File: config.mk
export PLATFORM = sky130hd
export DESIGN_NAME = fifo_lvl_flat
export DESIGN_NICKNAME = d
export VERILOG_FILES = /design/src/rtl/fifo_pkg.sv /design/src/rtl/fifo_lvl_if.sv /design/src/rtl/fifo_lvl_ram.sv /design/src/rtl/fifo_lvl.sv /design/src/flat_wrapper.sv
export SDC_FILE = /design/constraint.sdc
export NUM_CORES = 1
export LEC_CHECK = 0
export CAP_MARGIN = 20
export CORE_MARGIN = 2
export CORE_UTILIZATION = 40
export DETAILED_ROUTE_END_ITERATION = 7
export HOLD_SLACK_MARGIN = 0.03
export PLACE_DENSITY = 0.65
export SETUP_SLACK_MARGIN = 0.5
export SLEW_MARGIN = 20
export SYNTH_ARGS = -nofsm -noshare
export SYNTH_HDL_FRONTEND = slang
export SYNTH_HIERARCHICAL = 1
export SYNTH_SLANG_ARGS = --single-unit
File: constraint.sdc
create_clock -name cp2 -period 1.95 [get_ports cp2]
set_input_delay 0.39 -clock cp2 [delete_from_list [all_inputs] [get_ports cp2]]
set_output_delay 0.39 -clock cp2 [all_outputs]
set_load 0.05 [all_outputs]
File: src/rtl/fifo_pkg.sv
// Shared constants and helpers for the fifo_lvl slice.
// clog2() is a constant function for deriving address widths from DEPTH;
// cw_of() gives the pointer/level width CW = clog2(DEPTH) + 1.
package fifo_pkg;

    function automatic int clog2(input int unsigned v);
        int unsigned r;
        r = 0;
        for (int unsigned i = 0; i < 32; i++) begin
            if ((32'd1 << r) < v) begin
                r = r + 1;
            end
        end
        return int'(r);
    endfunction

    function automatic int cw_of(input int unsigned depth);
        return clog2(depth) + 1;
    endfunction

endpackage

File: src/rtl/fifo_lvl_if.sv
// Bus interface for fifo_lvl: write/read handshake, control and status.
// master: the side producing din/we/re/flush/clr_err and consuming status.
// slave : the FIFO itself.
interface fifo_lvl_if
    import fifo_pkg::*;
#(
    parameter int DEPTH = 4,
    parameter int WIDTH = 8
);
    localparam int CW = cw_of(DEPTH);

    logic [WIDTH-1:0] din;
    logic             we;
    logic             re;
    logic             flush;
    logic             clr_err;
    logic [WIDTH-1:0] dout;
    logic             full;
    logic             empty;
    logic             almost_full;
    logic             almost_empty;
    logic             overflow;
    logic             underflow;
    logic [CW-1:0]    level;

    modport master (
        output din, we, re, flush, clr_err,
        input  dout, full, empty, almost_full, almost_empty,
               overflow, underflow, level
    );

    modport slave (
        input  din, we, re, flush, clr_err,
        output dout, full, empty, almost_full, almost_empty,
               overflow, underflow, level
    );

endinterface

File: src/rtl/fifo_lvl_ram.sv
// DEPTH x WIDTH register file for fifo_lvl.
// Ports: cp2 (clock), ireset (sync active-low, clears all entries),
//        we/waddr/wdata (synchronous write), raddr/rdata (asynchronous read).
module fifo_lvl_ram
    import fifo_pkg::*;
#(
    parameter int DEPTH = 4,
    parameter int WIDTH = 8
) (
    input  logic                    cp2,
    input  logic                    ireset,
    input  logic                    we,
    input  logic [clog2(DEPTH)-1:0] waddr,
    input  logic [WIDTH-1:0]        wdata,
    input  logic [clog2(DEPTH)-1:0] raddr,
    output logic [WIDTH-1:0]        rdata
);

    logic [WIDTH-1:0] mem_q [DEPTH];
    logic [WIDTH-1:0] mem_d [DEPTH];

    always_comb begin
        mem_d = mem_q;
        if (we) begin
            mem_d[waddr] = wdata;
        end
    end

    always_ff @(posedge cp2) begin
        if (!ireset) begin
            for (int unsigned i = 0; i < DEPTH; i++) begin
                mem_q[i] <= '0;
            end
        end else begin
            mem_q <= mem_d;
        end
    end

    assign rdata = mem_q[raddr];

endmodule

File: src/rtl/fifo_lvl.sv
// Synchronous FIFO with level, almost-full/empty thresholds and sticky
// overflow/underflow flags.
// Ports: cp2 (clock, rising edge), ireset (sync active-low reset),
//        bus (fifo_lvl_if.slave: din/we/re/flush/clr_err in;
//             dout/full/empty/almost_full/almost_empty/overflow/underflow/level out).
// SYNC_OUT=1 adds one register stage on dout and every status output.
module fifo_lvl
    import fifo_pkg::*;
#(
    parameter int DEPTH    = 4,
    parameter int WIDTH    = 8,
    parameter int SYNC_OUT = 0,
    parameter int AF_LEVEL = DEPTH - 1,
    parameter int AE_LEVEL = 1
) (
    input  logic       cp2,
    input  logic       ireset,
    fifo_lvl_if.slave  bus
);

    localparam int            CW   = cw_of(DEPTH);
    localparam int            AW   = CW - 1;
    localparam logic [CW-1:0] AF_L = CW'(AF_LEVEL);
    localparam logic [CW-1:0] AE_L = CW'(AE_LEVEL);

    logic [CW-1:0]    wr_ptr_q, wr_ptr_d;
    logic [CW-1:0]    rd_ptr_q, rd_ptr_d;
    logic             ovf_q, ovf_d;
    logic             unf_q, unf_d;

    logic             empty_c, full_c, af_c, ae_c;
    logic [CW-1:0]    level_c;
    logic             rd_ok, wr_ok, ram_we;
    logic [WIDTH-1:0] rdata;

    always_comb begin
        empty_c = (wr_ptr_q == rd_ptr_q);
        full_c  = (wr_ptr_q[CW-1] != rd_ptr_q[CW-1]) &&
                  (wr_ptr_q[AW-1:0] == rd_ptr_q[AW-1:0]);
        // Pointer difference modulo 2*DEPTH is exactly the entry count.
        level_c = wr_ptr_q - rd_ptr_q;
        af_c    = (level_c >= AF_L);
        ae_c    = (level_c <= AE_L);

        rd_ok   = bus.re && !empty_c;
        // A full FIFO still takes a write when the same cycle pops.
        wr_ok   = bus.we && (!full_c || bus.re);

        wr_ptr_d = wr_ptr_q;
        rd_ptr_d = rd_ptr_q;
        ovf_d    = ovf_q;
        unf_d    = unf_q;
        ram_we   = 1'b0;

        if (bus.flush) begin
            wr_ptr_d = '0;
            rd_ptr_d = '0;
            ovf_d    = 1'b0;
            unf_d    = 1'b0;
        end else begin
            if (rd_ok) begin
                rd_ptr_d = rd_ptr_q + 1'b1;
            end
            if (wr_ok) begin
                wr_ptr_d = wr_ptr_q + 1'b1;
                ram_we   = 1'b1;
            end
            // Set events win over a same-cycle clear.
            if (bus.we && !wr_ok) begin
                ovf_d = 1'b1;
            end else if (bus.clr_err) begin
                ovf_d = 1'b0;
            end
            if (bus.re && empty_c) begin
                unf_d = 1'b1;
            end else if (bus.clr_err) begin
                unf_d = 1'b0;
            end
        end
    end

    always_ff @(posedge cp2) begin
        if (!ireset) begin
            wr_ptr_q <= '0;
            rd_ptr_q <= '0;
            ovf_q    <= 1'b0;
            unf_q    <= 1'b0;
        end else begin
            wr_ptr_q <= wr_ptr_d;
            rd_ptr_q <= rd_ptr_d;
            ovf_q    <= ovf_d;
            unf_q    <= unf_d;
        end
    end

    fifo_lvl_ram #(
        .DEPTH (DEPTH),
        .WIDTH (WIDTH)
    ) u_ram (
        .cp2    (cp2),
        .ireset (ireset),
        .we     (ram_we),
        .waddr  (wr_ptr_q[AW-1:0]),
        .wdata  (bus.din),
        .raddr  (rd_ptr_q[AW-1:0]),
        .rdata  (rdata)
    );

    if (SYNC_OUT != 0) begin : g_sync
        logic [WIDTH-1:0] dout_q;
        logic [CW-1:0]    level_q;
        logic             full_q, empty_q, af_q, ae_q, ovf_o_q, unf_o_q;

        always_ff @(posedge cp2) begin
            if (!ireset) begin
                dout_q  <= '0;
                level_q <= '0;
                full_q  <= 1'b0;
                empty_q <= 1'b1;
                af_q    <= 1'b0;
                ae_q    <= 1'b1;
                ovf_o_q <= 1'b0;
                unf_o_q <= 1'b0;
            end else begin
                dout_q  <= rdata;
                level_q <= level_c;
                full_q  <= full_c;
                empty_q <= empty_c;
                af_q    <= af_c;
                ae_q    <= ae_c;
                ovf_o_q <= ovf_q;
                unf_o_q <= unf_q;
            end
        end

        assign bus.dout         = dout_q;
        assign bus.level        = level_q;
        assign bus.full         = full_q;
        assign bus.empty        = empty_q;
        assign bus.almost_full  = af_q;
        assign bus.almost_empty = ae_q;
        assign bus.overflow     = ovf_o_q;
        assign bus.underflow    = unf_o_q;
    end else begin : g_comb
        assign bus.dout         = rdata;
        assign bus.level        = level_c;
        assign bus.full         = full_c;
        assign bus.empty        = empty_c;
        assign bus.almost_full  = af_c;
        assign bus.almost_empty = ae_c;
        assign bus.overflow     = ovf_q;
        assign bus.underflow    = unf_q;
    end

endmodule

File: src/flat_wrapper.sv
// flat-port wrapper written by rule: the top's interface ports become plain ports
module fifo_lvl_flat import fifo_pkg::*;
#(
    parameter int DEPTH    = 4,
    parameter int WIDTH    = 8,
    parameter int SYNC_OUT = 0,
    parameter int AF_LEVEL = DEPTH - 1,
    parameter int AE_LEVEL = 1
)
  (cp2, ireset, bus_din, bus_we, bus_re, bus_flush, bus_clr_err, bus_dout, bus_full, bus_empty, bus_almost_full, bus_almost_empty, bus_overflow, bus_underflow, bus_level);
  fifo_lvl_if #(.DEPTH(DEPTH), .WIDTH(WIDTH)) bus_i ();
  input  logic cp2;
  input  logic ireset;
  input wire logic [$bits(bus_i.din)-1:0] bus_din;
  input wire logic [$bits(bus_i.we)-1:0] bus_we;
  input wire logic [$bits(bus_i.re)-1:0] bus_re;
  input wire logic [$bits(bus_i.flush)-1:0] bus_flush;
  input wire logic [$bits(bus_i.clr_err)-1:0] bus_clr_err;
  output wire logic [$bits(bus_i.dout)-1:0] bus_dout;
  output wire logic [$bits(bus_i.full)-1:0] bus_full;
  output wire logic [$bits(bus_i.empty)-1:0] bus_empty;
  output wire logic [$bits(bus_i.almost_full)-1:0] bus_almost_full;
  output wire logic [$bits(bus_i.almost_empty)-1:0] bus_almost_empty;
  output wire logic [$bits(bus_i.overflow)-1:0] bus_overflow;
  output wire logic [$bits(bus_i.underflow)-1:0] bus_underflow;
  output wire logic [$bits(bus_i.level)-1:0] bus_level;
  assign bus_i.din = bus_din;
  assign bus_i.we = bus_we;
  assign bus_i.re = bus_re;
  assign bus_i.flush = bus_flush;
  assign bus_i.clr_err = bus_clr_err;
  assign bus_dout = bus_i.dout;
  assign bus_full = bus_i.full;
  assign bus_empty = bus_i.empty;
  assign bus_almost_full = bus_i.almost_full;
  assign bus_almost_empty = bus_i.almost_empty;
  assign bus_overflow = bus_i.overflow;
  assign bus_underflow = bus_i.underflow;
  assign bus_level = bus_i.level;
  fifo_lvl #(.DEPTH(DEPTH), .WIDTH(WIDTH), .SYNC_OUT(SYNC_OUT), .AF_LEVEL(AF_LEVEL), .AE_LEVEL(AE_LEVEL)) u_core (.cp2(cp2), .ireset(ireset), .bus(bus_i));
endmodule
==> results.cfg <==
[pwr]
clockPowerShare = 0.390
powerDensity_nw_per_um2 = 648
intPower_mw = 1.39
power.leakage_nw = 1.24
combinationalPowerShare = 0.162
seq_power_share = 0.448
switching_share = 0.255
totalPowerFinal_mw = 1.87
peakVddDrop_v = 0.000409
switchingPower_uw = 476

[cts]
clock_latency_ns = 0.30
clockBufferDepth = 2
hold_buffers = 0
htree_levels = 2
numCtsBuffers = 5
cts_root_buf = clkbuf_8
cts_num_sinks = 40
cts_tree = built
path_clk_slew_ns = 0.08

[placement]
placed_cells = 273
gp_congestion = 0.816
preCtsSetupSlack_ns = -0.130
io_buffers = 30
dp_hpwl_mm = 3.09

[logic_synthesis]
synth_top_area_cell = dfxtp_1
yosysWarnings = 6
synth.distinct_cells = 33
synth_nets = 202
synth-seq-cells = 40
avgSynthCellArea_um2 = 10.2
synth_area_leaders = dfxtp_1, mux2i_1, mux4_2, nand2_1, ha_1
synth_area_um2 = 1870
yosysSeqAreaShare = 0.427
synth_cells = 183
synth_top_area_share = 0.427

[global_route]
gr-total-overflow = 0
grt_pass1_vias = 1662
grt_pass1_wl_mm = 7.94
grt_max_degree = 41
antenna_found_initial = 0
track_usage = 0.202

[run_status]
status = complete, but fails checks
violations = negative setup slack

[route]
via_count = 1552
drtIter0Drc = 71
drt.antenna.violating_nets = 0
routedWlPerCell_um = 16.0
avgViaCountPerCell = 5.32
drc = 0
firstDrtPassIters = 4
wl_mm = 4.68

[floorplanning]
dieWidth_um = 72.5
core_um2 = 4440
placementRows = 24
dieHeight_um = 72.5
start_util = 0.422
die_area_um2 = 5250
io_pins = 31

[timing]
relSlewSlack = 0.815
fin_crit_ns = 2.13
slew_viol_final = 0
worst_pin_slew_ns = 0.279
max_freq_mhz = 470
skew_ns = 0.00948
rsz0062_at_grt = yes
setup_tns_ns = -0.494
setup_ws_ns = -0.179
setup_violations = 4
fin_crit_sh = 1.09
final_hold_viol_count = 0

[layout]
fillers = 344
mostFrequentLayoutCells = nand2_1, dfxtp_1, mux2i_1, buf_4, clkdlybuf4s50_1
antenna_cells = 0
areaGrowthSynthToFinish_pct = 53.7
post-route-util = 0.648
multi_input_area_um2 = 1150
fin_cells = 292
regArea_um2 = 813
fin_nets = 258
final_common_cell = nand2_1
drive_gt1_frac = 0.363

[setup_path]
ff2ff_setup_slack_ns = 0.11
cp_top_family = adder cells
arrival_ns = 1.74
end_kind = output pin
worstPathMaxFanout = 3
cpPeakStageDelay_ns = 0.37
reg2reg_to = u_core/u_ram/mem_q[26]$_SDFFE_PN0P_
cpMaxStageDelayCell = fa_2
crit_required_ns = 1.56
startpoint_type = register
crit_buf_inv = 3
r2r_start = u_core/rd_ptr_q[1]$_SDFFE_PP0P_
crit_chain = inv_2 -> ha_4 -> inv_2 -> fa_2 -> xnor2_4 -> a21o_4 -> buf_12
worst-setup-path-type = register to output pin
rr_worst_depth = 8
cpMostUsedCell = inv_2

[worst_hold_path]
min_from = u_core/u_ram/mem_q[29]$_SDFFE_PN0P_
hold_class = register to register
holdPathEnd = u_core/u_ram/mem_q[29]$_SDFFE_PN0P_
whs_path_depth = 2

[job]
drv_cap = 0
==> final cells by class <==
type,count,share of cell area
clock buffer,6,0.0287
clock inverter,2,0.0135
inverter,6,0.00869
multi-input combinational,127,0.398
sequential,40,0.282
tap,52,0.0226
timing repair buffer,59,0.246
==> power groups by stage <==
stage | clock network (mW) | registers [mW] | logic (mW)
floorplan | 0 | 0.859 | 0.156
global placement | 0 | 0.856 | 0.263
detailed placement | 0 | 0.857 | 0.268
CTS | 0.730 | 0.837 | 0.298
global route | 0.779 | 0.839 | 0.320
finish | 0.728 | 0.837 | 0.302
==> per-stage QoR <==
stage | area (um2) | hold slack, ns
6_report | 2880 | 0.465
5_1_grt | 2880 | 0.483
4_1_cts | 2850 | 0.465
3_5_place_dp | 2500 | 0.450
3_3_place_gp | 2500 | 0.440
2_1_floorplan | 2010 | 0.432
==> worst max-delay path by stage <==
| stage | depth (start not counted) | end | start | slack (ns) |
|---|---|---|---|---|
| finish | 7 | bus_almost_full | u_core/wr_ptr_q[0]$_SDFFE_PP0P_ | -0.18 |
| global route | 7 | bus_almost_full | u_core/wr_ptr_q[0]$_SDFFE_PP0P_ | -0.23 |
| CTS | 7 | bus_almost_full | u_core/wr_ptr_q[0]$_SDFFE_PP0P_ | -0.19 |
| detailed placement | 6 | u_core/u_ram/mem_q[25]$_SDFFE_PN0P_ | bus_we | -0.13 |
| global placement | 6 | u_core/u_ram/mem_q[26]$_SDFFE_PN0P_ | bus_we | -0.11 |
| floorplan | 6 | bus_almost_full | u_core/wr_ptr_q[0]$_SDFFE_PP0P_ | -0.03 |
==> flip-flops by register name (all words and copies together) (netlist names) <==
signal                count
u_core/bus.overflow       1
u_core/bus.underflow      1
u_core/rd_ptr_q           3
u_core/u_ram/mem_q       32
u_core/wr_ptr_q           3
==> worst reg2reg max path, stage by stage (launching register included) <==
cell and delay [ns]:
dfxtp_4 0.36, inv_2 0.10, ha_4 0.21, nand2_4 0.07, o31a_1 0.15, nor2b_4 0.17, or3b_4 0.39, buf_6 0.16
mux2i_1 0.12
==> layer usage <==
| metal | global-route usage | vias to the layer above | routed length (um) |
|---|---|---|---|
| met5 | 0 | - | 0 |
| met4 | 0.0638 | 0 | 56 |
| met3 | 0.0556 | 7 | 186 |
| met2 | 0.364 | 30 | 2520 |
| met1 | 0.231 | 771 | 1920 |
| li1 | - | 744 | - |
==> logic make-up (layout without fill, tap and decap cells) <==
group,count (synthesis),after routing,share of synthesized area
AND/OR/NAND/NOR,65,65,0.152
multiplexers,44,44,0.288
flip-flops,40,40,0.427
buffers and inverters,16,73,0.0387
AO/OA/AOI/OAI,10,10,0.0427
adder cells (fa/ha/maj),5,5,0.0374
XOR/XNOR,3,3,0.0140
==> cells in the mapped netlist, drive strengths merged <==
library cell / number
nand2: 48
dfxtp: 40
mux2i: 36
mux4: 8
buf: 6
inv: 6
clkbuf: 4
ha: 4
nor2: 4
nand2b: 3
nand4: 2
nor2b: 2
xnor2: 2
a211o: 1
a21boi: 1
a21o: 1
a21oi: 1
a32oi: 1
and2: 1
and3b: 1
fa: 1
nand3: 1
nand3b: 1
nand4b: 1
o2111ai: 1
o211ai: 1
o311a: 1
o31a: 1
o31ai: 1
or3b: 1
xor2: 1
==> timing repair <==
action	4_1_cts	5_1_grt
setup buffers	9	1
resized for setup	41	7
endpoints found under the setup margin	50	50
cloned	1	0
pin swaps	4	1
No activity file was read; power rests on OpenSTA's default activity.
